`src/rtl/vslc_pkg.sv`:
```
// rtl/vslc_pkg.sv - shared widths and 12 MHz board defaults for the VSLC button conditioner
//
// Purpose: constants shared by vslc_button_conditioner and vslc_debounce_ch.
// Ports: none (package).
package vslc_pkg;

    localparam int VSLC_BTN_N             = 4;
    localparam int VSLC_BTN_CNT_W         = 16;
    localparam int VSLC_BTN_HOLD_W        = 24;

    // 1 ms debounce window at the 12 MHz iCEBreaker clock
    localparam int VSLC_BTN_STABLE_CYCLES = 12000;
    // 0.5 s before the first auto-repeat, then 10 repeats per second
    localparam int VSLC_BTN_REPEAT_DELAY  = 6000000;
    localparam int VSLC_BTN_REPEAT_PERIOD = 1200000;

    // BTN_N on channel 0 is an active-low pad
    localparam logic [VSLC_BTN_N-1:0] VSLC_BTN_INV_MASK = 4'b0001;

endpackage

```
`src/rtl/vslc_debounce_ch.sv`:
```
// rtl/vslc_debounce_ch.sv - one button channel: 2-FF sync, inversion, debounce, edge pulses
//
// Purpose: condition a single asynchronous pad into a clean level plus 1-cycle
//          rise/fall pulses. Optional auto-repeat on rise under VSLC_BTN_AUTOREPEAT_EN.
// Ports:
//   CLK    in   system clock
//   rst    in   synchronous reset, active-high
//   raw    in   asynchronous pad input
//   level  out  debounced level, active-high after inversion
//   rise   out  1-cycle pulse on accepted 0->1 (and auto-repeat)
//   fall   out  1-cycle pulse on accepted 1->0
// Macro: VSLC_BTN_AUTOREPEAT_EN enables the hold counter and repeated rise pulses.
module vslc_debounce_ch
    import vslc_pkg::*;
#(
    parameter int   STABLE_CYCLES = VSLC_BTN_STABLE_CYCLES,
    parameter int   CNT_W         = VSLC_BTN_CNT_W,
    parameter logic INV           = 1'b0,
    parameter int   REPEAT_DELAY  = VSLC_BTN_REPEAT_DELAY,
    parameter int   REPEAT_PERIOD = VSLC_BTN_REPEAT_PERIOD
) (
    input  logic CLK,
    input  logic rst,
    input  logic raw,
    output logic level,
    output logic rise,
    output logic fall
);

    localparam logic [CNT_W-1:0] CNT_TERM = CNT_W'(STABLE_CYCLES - 1);

    if (STABLE_CYCLES < 2 || (STABLE_CYCLES - 1) >= (2 ** CNT_W)) begin : g_bad_stable
        $error("vslc_debounce_ch: STABLE_CYCLES must be >= 2 and fit in CNT_W");
    end
    if (REPEAT_PERIOD < 1 || REPEAT_PERIOD > REPEAT_DELAY) begin : g_bad_repeat
        $error("vslc_debounce_ch: need 1 <= REPEAT_PERIOD <= REPEAT_DELAY");
    end

    // The synchroniser holds pad-domain values, so its reset value is the
    // inactive pad level INV; inversion is applied at the synchroniser output.
    logic             s1;
    logic             s2;
    logic [CNT_W-1:0] cnt;
    logic             sync_val;
    logic             commit;
    logic             rep_hit;

    assign sync_val = s2 ^ INV;
    assign commit   = (sync_val != level) && (cnt == CNT_TERM);

`ifdef VSLC_BTN_AUTOREPEAT_EN
    localparam logic [VSLC_BTN_HOLD_W-1:0] HOLD_FIRE   = VSLC_BTN_HOLD_W'(REPEAT_DELAY);
    // Reloading DELAY-PERIOD makes every later repeat land PERIOD cycles apart
    // while reusing the single compare against HOLD_FIRE.
    localparam logic [VSLC_BTN_HOLD_W-1:0] HOLD_RELOAD = VSLC_BTN_HOLD_W'(REPEAT_DELAY - REPEAT_PERIOD);

    logic [VSLC_BTN_HOLD_W-1:0] hold;
    logic [VSLC_BTN_HOLD_W-1:0] hold_inc;

    assign hold_inc = hold + 1'b1;
    assign rep_hit  = level && (hold_inc == HOLD_FIRE);

    always_ff @(posedge CLK) begin
        if (rst || !level) begin
            hold <= '0;
        end else if (rep_hit) begin
            hold <= HOLD_RELOAD;
        end else begin
            hold <= hold_inc;
        end
    end
`else
    assign rep_hit = 1'b0;
`endif

    always_ff @(posedge CLK) begin
        if (rst) begin
            s1    <= INV;
            s2    <= INV;
            level <= 1'b0;
            cnt   <= '0;
            rise  <= 1'b0;
            fall  <= 1'b0;
        end else begin
            s1   <= raw;
            s2   <= s1;
            // A repeat coinciding with an accepted release is dropped so that
            // rise and fall never overlap.
            rise <= (commit && sync_val) || (rep_hit && !commit);
            fall <= commit && !sync_val;
            if (sync_val == level) begin
                cnt <= '0;
            end else if (commit) begin
                level <= sync_val;
                cnt   <= '0;
            end else begin
                cnt <= cnt + 1'b1;
            end
        end
    end

endmodule

```
`src/rtl/vslc_button_conditioner.sv`:
```
// rtl/vslc_button_conditioner.sv - N_BTN-channel button conditioner ahead of the VSLC core
//
// Purpose: debounce raw iCEBreaker buttons into clean levels and edge pulses.
//          Integration maps btn_level onto ui_in[0,1,2,4]; the pulses feed
//          edge-sensitive core inputs.
// Ports:
//   CLK        in   system clock, single domain
//   rst        in   synchronous reset, active-high
//   btn_raw    in   [N_BTN] asynchronous pad inputs
//   btn_level  out  [N_BTN] debounced levels, active-high after inversion
//   btn_rise   out  [N_BTN] 1-cycle pulse on 0->1 (and auto-repeat)
//   btn_fall   out  [N_BTN] 1-cycle pulse on 1->0
// Macro: VSLC_BTN_AUTOREPEAT_EN enables auto-repeat rise pulses while held.
module vslc_button_conditioner
    import vslc_pkg::*;
#(
    parameter int               N_BTN         = VSLC_BTN_N,
    parameter int               STABLE_CYCLES = VSLC_BTN_STABLE_CYCLES,
    parameter int               CNT_W         = VSLC_BTN_CNT_W,
    parameter logic [N_BTN-1:0] INV_MASK      = VSLC_BTN_INV_MASK,
    parameter int               REPEAT_DELAY  = VSLC_BTN_REPEAT_DELAY,
    parameter int               REPEAT_PERIOD = VSLC_BTN_REPEAT_PERIOD
) (
    input  logic             CLK,
    input  logic             rst,
    input  logic [N_BTN-1:0] btn_raw,
    output logic [N_BTN-1:0] btn_level,
    output logic [N_BTN-1:0] btn_rise,
    output logic [N_BTN-1:0] btn_fall
);

    for (genvar i = 0; i < N_BTN; i++) begin : g_ch
        vslc_debounce_ch #(
            .STABLE_CYCLES (STABLE_CYCLES),
            .CNT_W         (CNT_W),
            .INV           (INV_MASK[i]),
            .REPEAT_DELAY  (REPEAT_DELAY),
            .REPEAT_PERIOD (REPEAT_PERIOD)
        ) u_ch (
            .CLK   (CLK),
            .rst   (rst),
            .raw   (btn_raw[i]),
            .level (btn_level[i]),
            .rise  (btn_rise[i]),
            .fall  (btn_fall[i])
        );
    end

endmodule

```
`config.mk`:
```
export PLATFORM = sky130hd
export DESIGN_NAME = vslc_button_conditioner
export DESIGN_NICKNAME = d
export VERILOG_FILES = /design/src/rtl/vslc_pkg.sv /design/src/rtl/vslc_debounce_ch.sv /design/src/rtl/vslc_button_conditioner.sv
export SDC_FILE = /design/constraint.sdc
export NUM_CORES = 1
export LEC_CHECK = 0
export ABC_AREA = 1
export BUFFER_PORTS_ARGS = -buffer_cell sky130_fd_sc_hd__buf_2
export CAP_MARGIN = 20
export CELL_PAD_IN_SITES_DETAIL_PLACEMENT = 1
export CELL_PAD_IN_SITES_GLOBAL_PLACEMENT = 2
export CORE_MARGIN = 2
export CORE_UTILIZATION = 30
export DETAILED_ROUTE_END_ITERATION = 6
export GPL_ROUTABILITY_DRIVEN = 0
export GPL_TIMING_DRIVEN = 0
export HOLD_SLACK_MARGIN = 0.02
export PLACE_DENSITY = 0.78
export SLEW_MARGIN = 40
export SYNTH_ARGS = -nofsm -noshare
export SYNTH_HDL_FRONTEND = slang
export SYNTH_SLANG_ARGS = --single-unit
```
`constraint.sdc`:
```
create_clock -name CLK -period 1.72 [get_ports CLK]
set_clock_uncertainty 0.05 [all_clocks]
set_input_delay 0.172 -clock CLK [delete_from_list [all_inputs] [get_ports CLK]]
set_output_delay 0.172 -clock CLK [all_outputs]
set_load 0.05 [all_outputs]
```
==> qor.yml, run 1 <==
critical_path:
  cp_num_buf_inv: 2
  crit_arrival_ps: 1750
  r2r-start: "g_ch[0].u_ch.cnt[0]$_SDFF_PP0_"
  path_cells: "ha_1, nand2_1, nor2_1, nand3_1, inv_1, nand2_2, nand2_4, buf_6, nor2_1"
  reg2reg_setup_slack_ps: 150
  critical_path_class: "flop to flop"
  worst-r2r-cell-count: 9
  start_kind: "flop"
  cp_max_fo: 10
  path_delay_family: "simple AND/OR/NAND/NOR gates"
  crit_top_cell: "nor2_1"
  slowest_delay_ps: 350
  end_kind: "flop"
  timing.rr.end: "g_ch[0].u_ch.cnt[2]$_SDFF_PP0_"
  critPathRequiredTime_ps: 1900
  critical-path-slowest-cell: "dfxtp_1"
synth:
  synthTopCellsByArea: "dfxtp_1, nand2_1, nor2_1"
  synth_common_cells: "nand2_1, nor2_1, dfxtp_1"
  synthCells: 620
  synth_edf_count: 0
  syn_area_per_cell_um2: 6.88
  syn_nets: 630
  ys_async_sr_fraction_pct: 0
  synth_ff_type: "dfxtp_1"
  yosysMostFrequentCell: "nand2_1"
  synth_top_area_cell: "dfxtp_1"
  syn-cell-area_um2: 4270
  yosys_warnings: 0
  yosysSeqAreaShare_pct: 39.4
  ys_types: 29
  ys_ff_latch: 84
  netlist.area_leader.share_pct: 39.4
route:
  firstDrtPassIters: 4
  vias_per_cell: 4.49
  routedWlPerCell_um: 12.0
  vias: 3752
  wl_um: 10100
  route.detailed.drc: 0
  ant_nets: 0
  dr.first_iter.drc_count: 162
sta:
  rsz0062_at_grt: "no"
  hold_slack_ps: 92.3
  slew_headroom_pct: 74.8
  slew_violations: 0
  timing.final.crit_share_pct: 91.2
  worstMarginPinSlew_ps: 378
  setup_viol: 0
  finalSetupTns_ps: 0
  finalHoldViolCount: 0
  max_freq_mhz: 637
  postLayoutSetupSlackWorst_ps: 151
  min_period_ps: 1570
min_path:
  hold_path_class: "primary input to flop"
  min_from: "rst"
  holdPathStages: 2
  whs_endpoint: "g_ch[1].u_ch.s1$_SDFF_PP0_"
place:
  dpl_worst_slack_ps: 135
  place_inst: 816
  io_buffers: 16
  dp_hpwl_um: 7790
  place_area_um2: 4570
clock_tree:
  root_buffer: "clkbuf_16"
  cts_sinks: 84
  clk_pin_slew_worst_paths_ps: 60
  cts_tree: "done"
  cts_buffer_depth: 2
  cts_buffers: 9
  cts_setup_buffers: 0
  htree_levels: 3
  clock_latency_ps: 340
die:
  die_x_um: 123
  num_rows: 43
  die-area_um2: 15200
  core_area_um2: 13900
  start_util_pct: 30.7
  die_h_um: 123
  io_pins: 18
final_layout:
  final_core_util_pct: 35.4
  fin_nets: 661
  final_cells: 836
  fillers: 1788
  layout-drive-gt1-share_pct: 11.9
  fin_area_um2: 4910
  diodes: 0
  syn2layout_area_growth_pct: 15.2
pwr:
  total_power_mw: 4.00
  vdd_drop_max_mv: 0.492
  pwr_density_cell_nw_per_um2: 814
  leakage_nw: 1.83
flow_run:
  max_cap_violations: 0
grt:
  grt_pass1_wl_um: 17600
  grt_max_degree: 13
  first_global_vias: 3912
  gr-total-overflow: 0
  antenna_found_initial: 0
  grt_use_total_pct: 14.7
status:
  status: "completed"
[metal layers]
layer  vias to the layer above  share of wire, %  GRT usage [%]
li1                       1964                 -              -
met4                         0               1.6           5.97
met1                      1744                47           18.4
met5                         -                 0              0
met2                        32                48           25.1
met3                        12               2.7           2.35
[sequential cells by signal, indices dropped and copies added (netlist names)]
name	count
g_ch.u_ch.s1	4
g_ch.u_ch.rise	4
g_ch.u_ch.s2	4
g_ch.u_ch.cnt	64
g_ch.u_ch.level	4
g_ch.u_ch.fall	4
[report_power, final]
part	internal (mW)	total, mW	switching, mW
Combinational	0.0285	0.0706	0.0421
Clock	1.18	1.96	0.784
Sequential	1.96	1.97	0.00846
Total	3.16	4.00	0.834
[kinds of logic (layout without fill, tap and decap cells)]
kind of cell	Yosys count	after routing	synth area share, %
and+or+nand+nor	387	387	40.5
buffers and inverters	100	136	10.8
adders and majority gates	4	4	1.17
AOI/OAI and AO/OA	14	14	1.76
DFF	84	84	39.4
xor gates and xnor gates	31	31	6.36
[repair_timing]
| action | 4_1_cts | 5_1_grt |
|---|---|---|
| hold buffers | 4 | 0 |
| hold endpoints to repair | 4 | 0 |
| gates resized for setup | 0 | 0 |
| endpoints found under the setup margin | 0 | 0 |
[layout by cell type, fill, tap and decap left out, types with 7 or more instances in the layout]
cell / instances
nand2_1: 144
nor2_1: 138
dfxtp_1: 84
inv_1: 80
nand3_1: 53
xor2_1: 20
nand4_1: 17
buf_2: 17
buf_4: 13
xnor2_1: 11
clkbuf_16: 9
a21oi_1: 8
nand2_2: 7
[worst max-delay path by stage]
| stage | cells after the start | end | startpoint |
|---|---|---|---|
| floorplan | 7 | g_ch[3].u_ch.cnt[6]$_SDFF_PP0_ | g_ch[3].u_ch.cnt[0]$_SDFF_PP0_ |
| global placement | 9 | g_ch[0].u_ch.cnt[8]$_SDFF_PP0_ | g_ch[0].u_ch.cnt[0]$_SDFF_PP0_ |
| detailed placement | 7 | g_ch[3].u_ch.cnt[5]$_SDFF_PP0_ | g_ch[3].u_ch.cnt[0]$_SDFF_PP0_ |
| CTS | 9 | g_ch[0].u_ch.cnt[2]$_SDFF_PP0_ | g_ch[0].u_ch.cnt[0]$_SDFF_PP0_ |
| global route | 9 | g_ch[0].u_ch.cnt[2]$_SDFF_PP0_ | g_ch[0].u_ch.cnt[0]$_SDFF_PP0_ |
| finish | 9 | g_ch[0].u_ch.cnt[2]$_SDFF_PP0_ | g_ch[0].u_ch.cnt[0]$_SDFF_PP0_ |
[worst reg2reg max path, cell delays in order, from the launching register on]
cell	delay, ps
dfxtp_1	350
ha_1	240
nand2_1	80
nor2_1	100
nand3_1	120
inv_1	110
nand2_2	90
nand2_4	120
buf_6	150
nor2_1	50
[cell type report]
class | instances | area [um^2] | area share (%)
flip-flops and latches | 84 | 1680 | 34.2
repair buffers | 20 | 120 | 2.44
clock buffers | 16 | 302 | 6.14
plain buffers | 18 | 151 | 3.08
inverters | 82 | 308 | 6.26
well taps | 180 | 225 | 4.58
multi-input cells | 436 | 2130 | 43.3
Power figures use the tool's default switching activity.
==> run 2: changes to the inputs <==
--- a/config.mk
+++ b/config.mk
@@ -5,7 +5,6 @@
 export SDC_FILE = /design/constraint.sdc
 export NUM_CORES = 1
 export LEC_CHECK = 0
-export ABC_AREA = 1
 export BUFFER_PORTS_ARGS = -buffer_cell sky130_fd_sc_hd__buf_2
 export CAP_MARGIN = 20
 export CELL_PAD_IN_SITES_DETAIL_PLACEMENT = 1
@@ -16,7 +15,7 @@
 export GPL_ROUTABILITY_DRIVEN = 0
 export GPL_TIMING_DRIVEN = 0
 export HOLD_SLACK_MARGIN = 0.02
-export PLACE_DENSITY = 0.78
+export PLACE_DENSITY = 0.73
 export SLEW_MARGIN = 40
 export SYNTH_ARGS = -nofsm -noshare
 export SYNTH_HDL_FRONTEND = slang
==> run 2 against run 1 <==
Against the previous run:
- first-iteration DRC count shrank 28%
- design area shrank 0.92%
- highest routed layer unchanged
- critical path depth shrank 2
- critical path type unchanged
- utilization grew 5.0 points
- largest power group is now the clock network
- area after synthesis shrank 13%
- maximum frequency shrank 7.9%
- via count shrank 19%
- largest cell class unchanged
==> qor.yml, run 2 <==
synth:
  syn_nets: 420
  synth_edf_count: 0
  syn_area_per_cell_um2: 9.05
  synth_top_area_cell: "dfxtp_1"
  ys_async_sr_fraction_pct: 0
  yosysSeqAreaShare_pct: 45.3
  synthCells: 410
  netlist.area_leader.share_pct: 45.3
  synth_common_cells: "dfxtp_1, nor2_1, xnor2_1"
  ys_ff_latch: 84
  ys_types: 45
  yosys_warnings: 0
  synth_ff_type: "dfxtp_1"
  yosysMostFrequentCell: "dfxtp_1"
  syn-cell-area_um2: 3710
  synthTopCellsByArea: "dfxtp_1, xnor2_1, nor2_1"
route:
  ant_nets: 0
  vias_per_cell: 4.71
  vias: 3027
  route.detailed.drc: 0
  routedWlPerCell_um: 14.1
  firstDrtPassIters: 4
  dr.first_iter.drc_count: 117
  wl_um: 9070
clock_tree:
  cts_sinks: 84
  clock_latency_ps: 340
  htree_levels: 3
  clk_pin_slew_worst_paths_ps: 60
  cts_buffers: 9
  root_buffer: "clkbuf_16"
  cts_buffer_depth: 2
  cts_tree: "done"
sta:
  slew_headroom_pct: 65.5
  finalHoldViolCount: 0
  max_freq_mhz: 587
  rsz0062_at_grt: "yes"
  timing.final.crit_share_pct: 99.0
  setup_viol: 0
  slew_violations: 0
  worstMarginPinSlew_ps: 517
  min_period_ps: 1700
final_layout:
  fin_area_um2: 4870
  syn2layout_area_growth_pct: 31.2
  diodes: 0
  largest_reg_flops: 64
  layout_commonest_cell: "dfxtp_1"
  final_cell_mix: "dfxtp_1, nor2_1, buf_4, xnor2_1, nand4_1"
  fin_nets: 479
  layout-drive-gt1-share_pct: 30.2
  top_register: "g_ch.u_ch.cnt"
  final_core_util_pct: 40.4
pwr:
  pwr_density_cell_nw_per_um2: 891
  intPower_mw: 3.49
  netSwitchingPower_uw: 845
  vdd_drop_max_mv: 0.429
  clock_power_share_pct: 52.8
  p_seq_share_pct: 45.1
  leakage_nw: 1.62
  total_power_mw: 4.34
  pwr-share-comb_pct: 2.0
  swShare_pct: 19.5
critical_path:
  critPathRequiredTime_ps: 1880
  end_kind: "flop"
  start_kind: "flop"
  crit_arrival_ps: 1860
  cp_max_fo: 5
  critical_path_class: "flop to flop"
die:
  die_h_um: 115
  num_rows: 40
  start_util_pct: 30.8
  die_x_um: 115
  io_pins: 18
  core_area_um2: 12100
  die-area_um2: 13300
place:
  place_area_um2: 4010
  io_buffers: 17
  dp_hpwl_um: 5750
flow_run:
  max_cap_violations: 0
grt:
  antenna_found_initial: 0
  gr-total-overflow: 0
  first_global_vias: 3051
  grt_max_degree: 14
  grt_use_total_pct: 14.4
  grt_pass1_wl_um: 14900
min_path:
  hold_path_class: "primary input to flop"
status:
  status: "completed"
-- run 2: power by group through the flow --
stage	clock network, mW	logic [mW]	registers (mW)
after detailed placement	0	0.0549	2.01
after CTS	2.35	0.0837	1.96
final	2.29	0.0876	1.96
after global placement	0	0.0532	2.01
after global routing	2.47	0.0962	1.96
after floorplan	0	0.0342	2.01
-- run 2: area by class of cell --
type / count / area [um^2]
fillers: 1368 / 7190
multi-input cells: 289 / 1940
flip-flops and latches: 84 / 1720
repair buffers: 53 / 423
clock buffers: 12 / 256
well taps: 168 / 210
plain buffers: 22 / 188
clock inverters: 4 / 95.1
inverters: 10 / 37.5
-- run 2: logic make-up (layout without fill, tap and decap cells) --
| family | Yosys count | in the layout | share of synthesized area, % |
|---|---|---|---|
| buffers and inverters | 37 | 101 | 5.97 |
| adders and majority gates | 4 | 4 | 1.35 |
| muxes | 3 | 3 | 0.809 |
| xor gates and xnor gates | 53 | 53 | 12.5 |
| AOI/OAI and AO/OA | 13 | 13 | 2.19 |
| DFF | 84 | 84 | 45.3 |
| and+or+nand+nor | 216 | 216 | 31.8 |
-- run 2: repair_timing --
item,4_1_cts,5_1_grt
endpoints found under the setup margin,69,63
hold endpoints to repair,3,0
buffers inserted,18,14
gates resized for setup,38,38
cloned,2,0
pin swaps,29,14
hold buffers,3,0
-- run 2: worst max-delay path: stages (launching register included) --
cell     delay [ps]
dfxtp_4         380
ha_4            130
buf_6            90
nand4_1         140
nor4_4          360
buf_4           170
mux2i_1         190
nor2_1           60
-- run 2: worst paths after layout --
check,start,endpoint,cells after the start,slack (ps)
max,g_ch[3].u_ch.cnt[0]$_SDFF_PP0_,g_ch[3].u_ch.level$_SDFFE_PP0P_,7,20
min,btn_raw[1],g_ch[1].u_ch.s1$_SDFF_PP0_,2,20
max reg2reg,g_ch[3].u_ch.cnt[0]$_SDFF_PP0_,g_ch[3].u_ch.level$_SDFFE_PP0P_,7,20
min reg2reg,g_ch[0].u_ch.s1$_SDFF_PP1_,g_ch[0].u_ch.s2$_SDFF_PP1_,1,360
-- run 2: layer usage --
metal  wire length (um)  global-route usage, %
met1               4380                   18.5
met2               4330                   23.0
met3                195                   3.85
met4                163                   5.86
met5                  0                      0
-- run 2: stage by stage --
step | cells | TNS, ps | hold WS [ps] | worst slack, ps
finish | 642 | 0 | 24.9 | 17.0
global route | 642 | -1050 | 33.0 | -81.5
CTS | 632 | -1620 | 24.8 | -70.9
detailed placement | 595 | -14220 | 314 | -390
global placement | 595 | -14020 | 321 | -351
floorplan | 410 | -198 | 226 | -20.8
==> run 3: changes to the inputs <==
--- a/config.mk
+++ b/config.mk
@@ -5,6 +5,7 @@
 export SDC_FILE = /design/constraint.sdc
 export NUM_CORES = 1
 export LEC_CHECK = 0
+export ABC_AREA = 1
 export BUFFER_PORTS_ARGS = -buffer_cell sky130_fd_sc_hd__buf_2
 export CAP_MARGIN = 20
 export CELL_PAD_IN_SITES_DETAIL_PLACEMENT = 1
@@ -13,9 +14,10 @@
 export CORE_UTILIZATION = 30
 export DETAILED_ROUTE_END_ITERATION = 6
 export GPL_ROUTABILITY_DRIVEN = 0
-export GPL_TIMING_DRIVEN = 0
+export GPL_TIMING_DRIVEN = 1
 export HOLD_SLACK_MARGIN = 0.02
-export PLACE_DENSITY = 0.73
+export PLACE_DENSITY = 0.78
+export REMOVE_ABC_BUFFERS = 1
 export SLEW_MARGIN = 40
 export SYNTH_ARGS = -nofsm -noshare
 export SYNTH_HDL_FRONTEND = slang
==> run 3 against run 2 <==
Against the previous run:
- critical path type unchanged
- final cell count grew 28%
- die area grew 14%
- maximum frequency grew 14%
- highest routed layer unchanged
- sequential power is essentially flat
- combinational power shrank 17%
- design area shrank 0.80%
- flip-flop and latch count is the same
- total power shrank 6.8%
- register-to-register slack gained 210 ps
==> qor.yml, run 3 (synthesized netlist as in run 1, its figures left out) <==
critical_path:
  critical_path_class: "flop to flop"
  reg2reg_setup_slack_ps: 230
  critPathRequiredTime_ps: 1900
  r2r-start: "g_ch[3].u_ch.cnt[0]$_SDFF_PP0_"
  critical-path-slowest-cell: "dfxtp_1"
  timing.rr.end: "g_ch[3].u_ch.cnt[15]$_SDFF_PP0_"
  worst-r2r-cell-count: 6
  start_kind: "flop"
  slowest_delay_ps: 380
  crit_arrival_ps: 1670
  cp_max_fo: 8
  end_kind: "flop"
  path_cells: "ha_1, nand3_2, nor3_2, nand2_2, nand3_4, nor2_1"
sta:
  rsz0062_at_grt: "no"
  slew_headroom_pct: 77.8
  worstMarginPinSlew_ps: 332
  setup_viol: 0
  min_period_ps: 1490
  finalSetupTns_ps: 0
  slew_violations: 0
  finalHoldViolCount: 0
  max_freq_mhz: 671
  timing.final.crit_share_pct: 86.6
grt:
  grt_max_degree: 17
  grt_use_total_pct: 14.3
  antenna_found_initial: 0
  grt_pass1_wl_um: 17100
  first_global_vias: 3728
  gr-total-overflow: 0
final_layout:
  diodes: 0
  top_register: "g_ch.u_ch.cnt"
  largest_reg_flops: 64
  layout-drive-gt1-share_pct: 10.4
  layout_commonest_cell: "nand2_1"
  fin_nets: 648
  syn2layout_area_growth_pct: 13.2
  final_cell_mix: "nand2_1, nor2_1, dfxtp_1, inv_1, nand3_1"
die:
  die_x_um: 123
  die_h_um: 123
  die-area_um2: 15200
  io_pins: 18
  start_util_pct: 30.7
  core_area_um2: 13900
  num_rows: 43
min_path:
  hold_path_class: "primary input to flop"
  min_from: "rst"
  whs_endpoint: "g_ch[2].u_ch.s1$_SDFF_PP0_"
  holdPathStages: 3
clock_tree:
  cts_buffer_depth: 2
  cts_buffers: 9
  cts_setup_buffers: 0
  clock_latency_ps: 340
  root_buffer: "clkbuf_16"
  cts_sinks: 84
  clk_pin_slew_worst_paths_ps: 60
  htree_levels: 3
  cts_tree: "done"
pwr:
  total_power_mw: 4.04
  vdd_drop_max_mv: 0.447
  pwr_density_cell_nw_per_um2: 837
  leakage_nw: 1.76
place:
  dp_hpwl_um: 7620
  io_buffers: 17
route:
  vias_per_cell: 4.45
  route.detailed.drc: 0
  dr.first_iter.drc_count: 164
  firstDrtPassIters: 4
  routedWlPerCell_um: 12.2
  wl_um: 10000
  ant_nets: 0
  vias: 3663
status:
  status: "completed"
flow_run:
  max_cap_violations: 0
## run 3: changes by cell type in the layout (fill, tap and decap cells not counted), moves of 9 or more
cell,change
buf_4,-36
buf_6,-10
dfxtp_1,+17
dfxtp_2,-12
inv_1,+70
nand2_1,+127
nand3_1,+34
nand4_1,-10
nor2_1,+80
nor3_1,-9
nor4_1,-11
xnor2_1,-24
## run 3: timing repair
item,4_1_cts,5_1_grt
endpoints found under the setup margin,0,1
hold endpoints to repair,4,0
gates resized for setup,0,3
hold buffers,4,0
## run 3: how the worst max path moves through the flow
stage                                                  to                       startpoint  slack, ps  cells past startpoint
after floorplan           g_ch[2].u_ch.level$_SDFFE_PP0P_  g_ch[2].u_ch.level$_SDFFE_PP0P_        350                      6
after global placement    g_ch[3].u_ch.cnt[14]$_SDFF_PP0_   g_ch[3].u_ch.cnt[0]$_SDFF_PP0_        230                      6
after detailed placement   g_ch[3].u_ch.cnt[3]$_SDFF_PP0_   g_ch[3].u_ch.cnt[0]$_SDFF_PP0_        140                      6
after CTS                 g_ch[3].u_ch.cnt[15]$_SDFF_PP0_   g_ch[3].u_ch.cnt[0]$_SDFF_PP0_        110                      6
after global routing       g_ch[0].u_ch.cnt[5]$_SDFF_PP0_   g_ch[0].u_ch.cnt[0]$_SDFF_PP0_         90                      8
final                     g_ch[3].u_ch.cnt[15]$_SDFF_PP0_   g_ch[3].u_ch.cnt[0]$_SDFF_PP0_        230                      6
## run 3: worst max-delay path: cells and delay by family (launching register included)
| kind | cells | cell delay, ps |
|---|---|---|
| AND/OR/NAND/NOR | 5 | 720 |
| flip-flops | 1 | 380 |
| adder cells (fa/ha/maj) | 1 | 230 |
## run 3: through the flow
step | utilization, % | area, um^2 | std cells | worst slack (ps) | hold WS [ps]
after floorplan | - | 4120 | 602 | 349 | 193
after global placement | 32.1 | 4460 | 802 | 233 | 314
after detailed placement | 32.1 | 4460 | 802 | 144 | 312
after CTS | 34.6 | 4800 | 822 | 114 | 106
after global routing | 34.8 | 4830 | 823 | 86.7 | 136
final | 34.8 | 4830 | 823 | 230 | 121
## run 3: per-layer routing
layer	vias up	GRT usage [%]	part of all wire, %	routed length (um)
met3	7	4.01	2.5	247
met4	0	4.69	0.99	99
met2	25	24.2	48	4830
met1	1695	17.4	48	4860
li1	1936	-	-	-
met5	-	0	0	0
## run 3: cell type report
type / count / area [um^2]
fill: 1804 / 9050
timing repair buffer: 24 / 160
multi-input combinational: 437 / 2150
sequential: 84 / 1680
tap: 180 / 225
inverter: 82 / 308
clock buffer: 13 / 260
clock inverter: 3 / 43.8
## run 3: power by group
| part | internal (mW) | total [mW] | switching [mW] |
|---|---|---|---|
| clock | 1.21 | 2.00 | 0.793 |
| sequential | 1.96 | 1.97 | 0.00953 |
| combinational | 0.0290 | 0.0726 | 0.0437 |
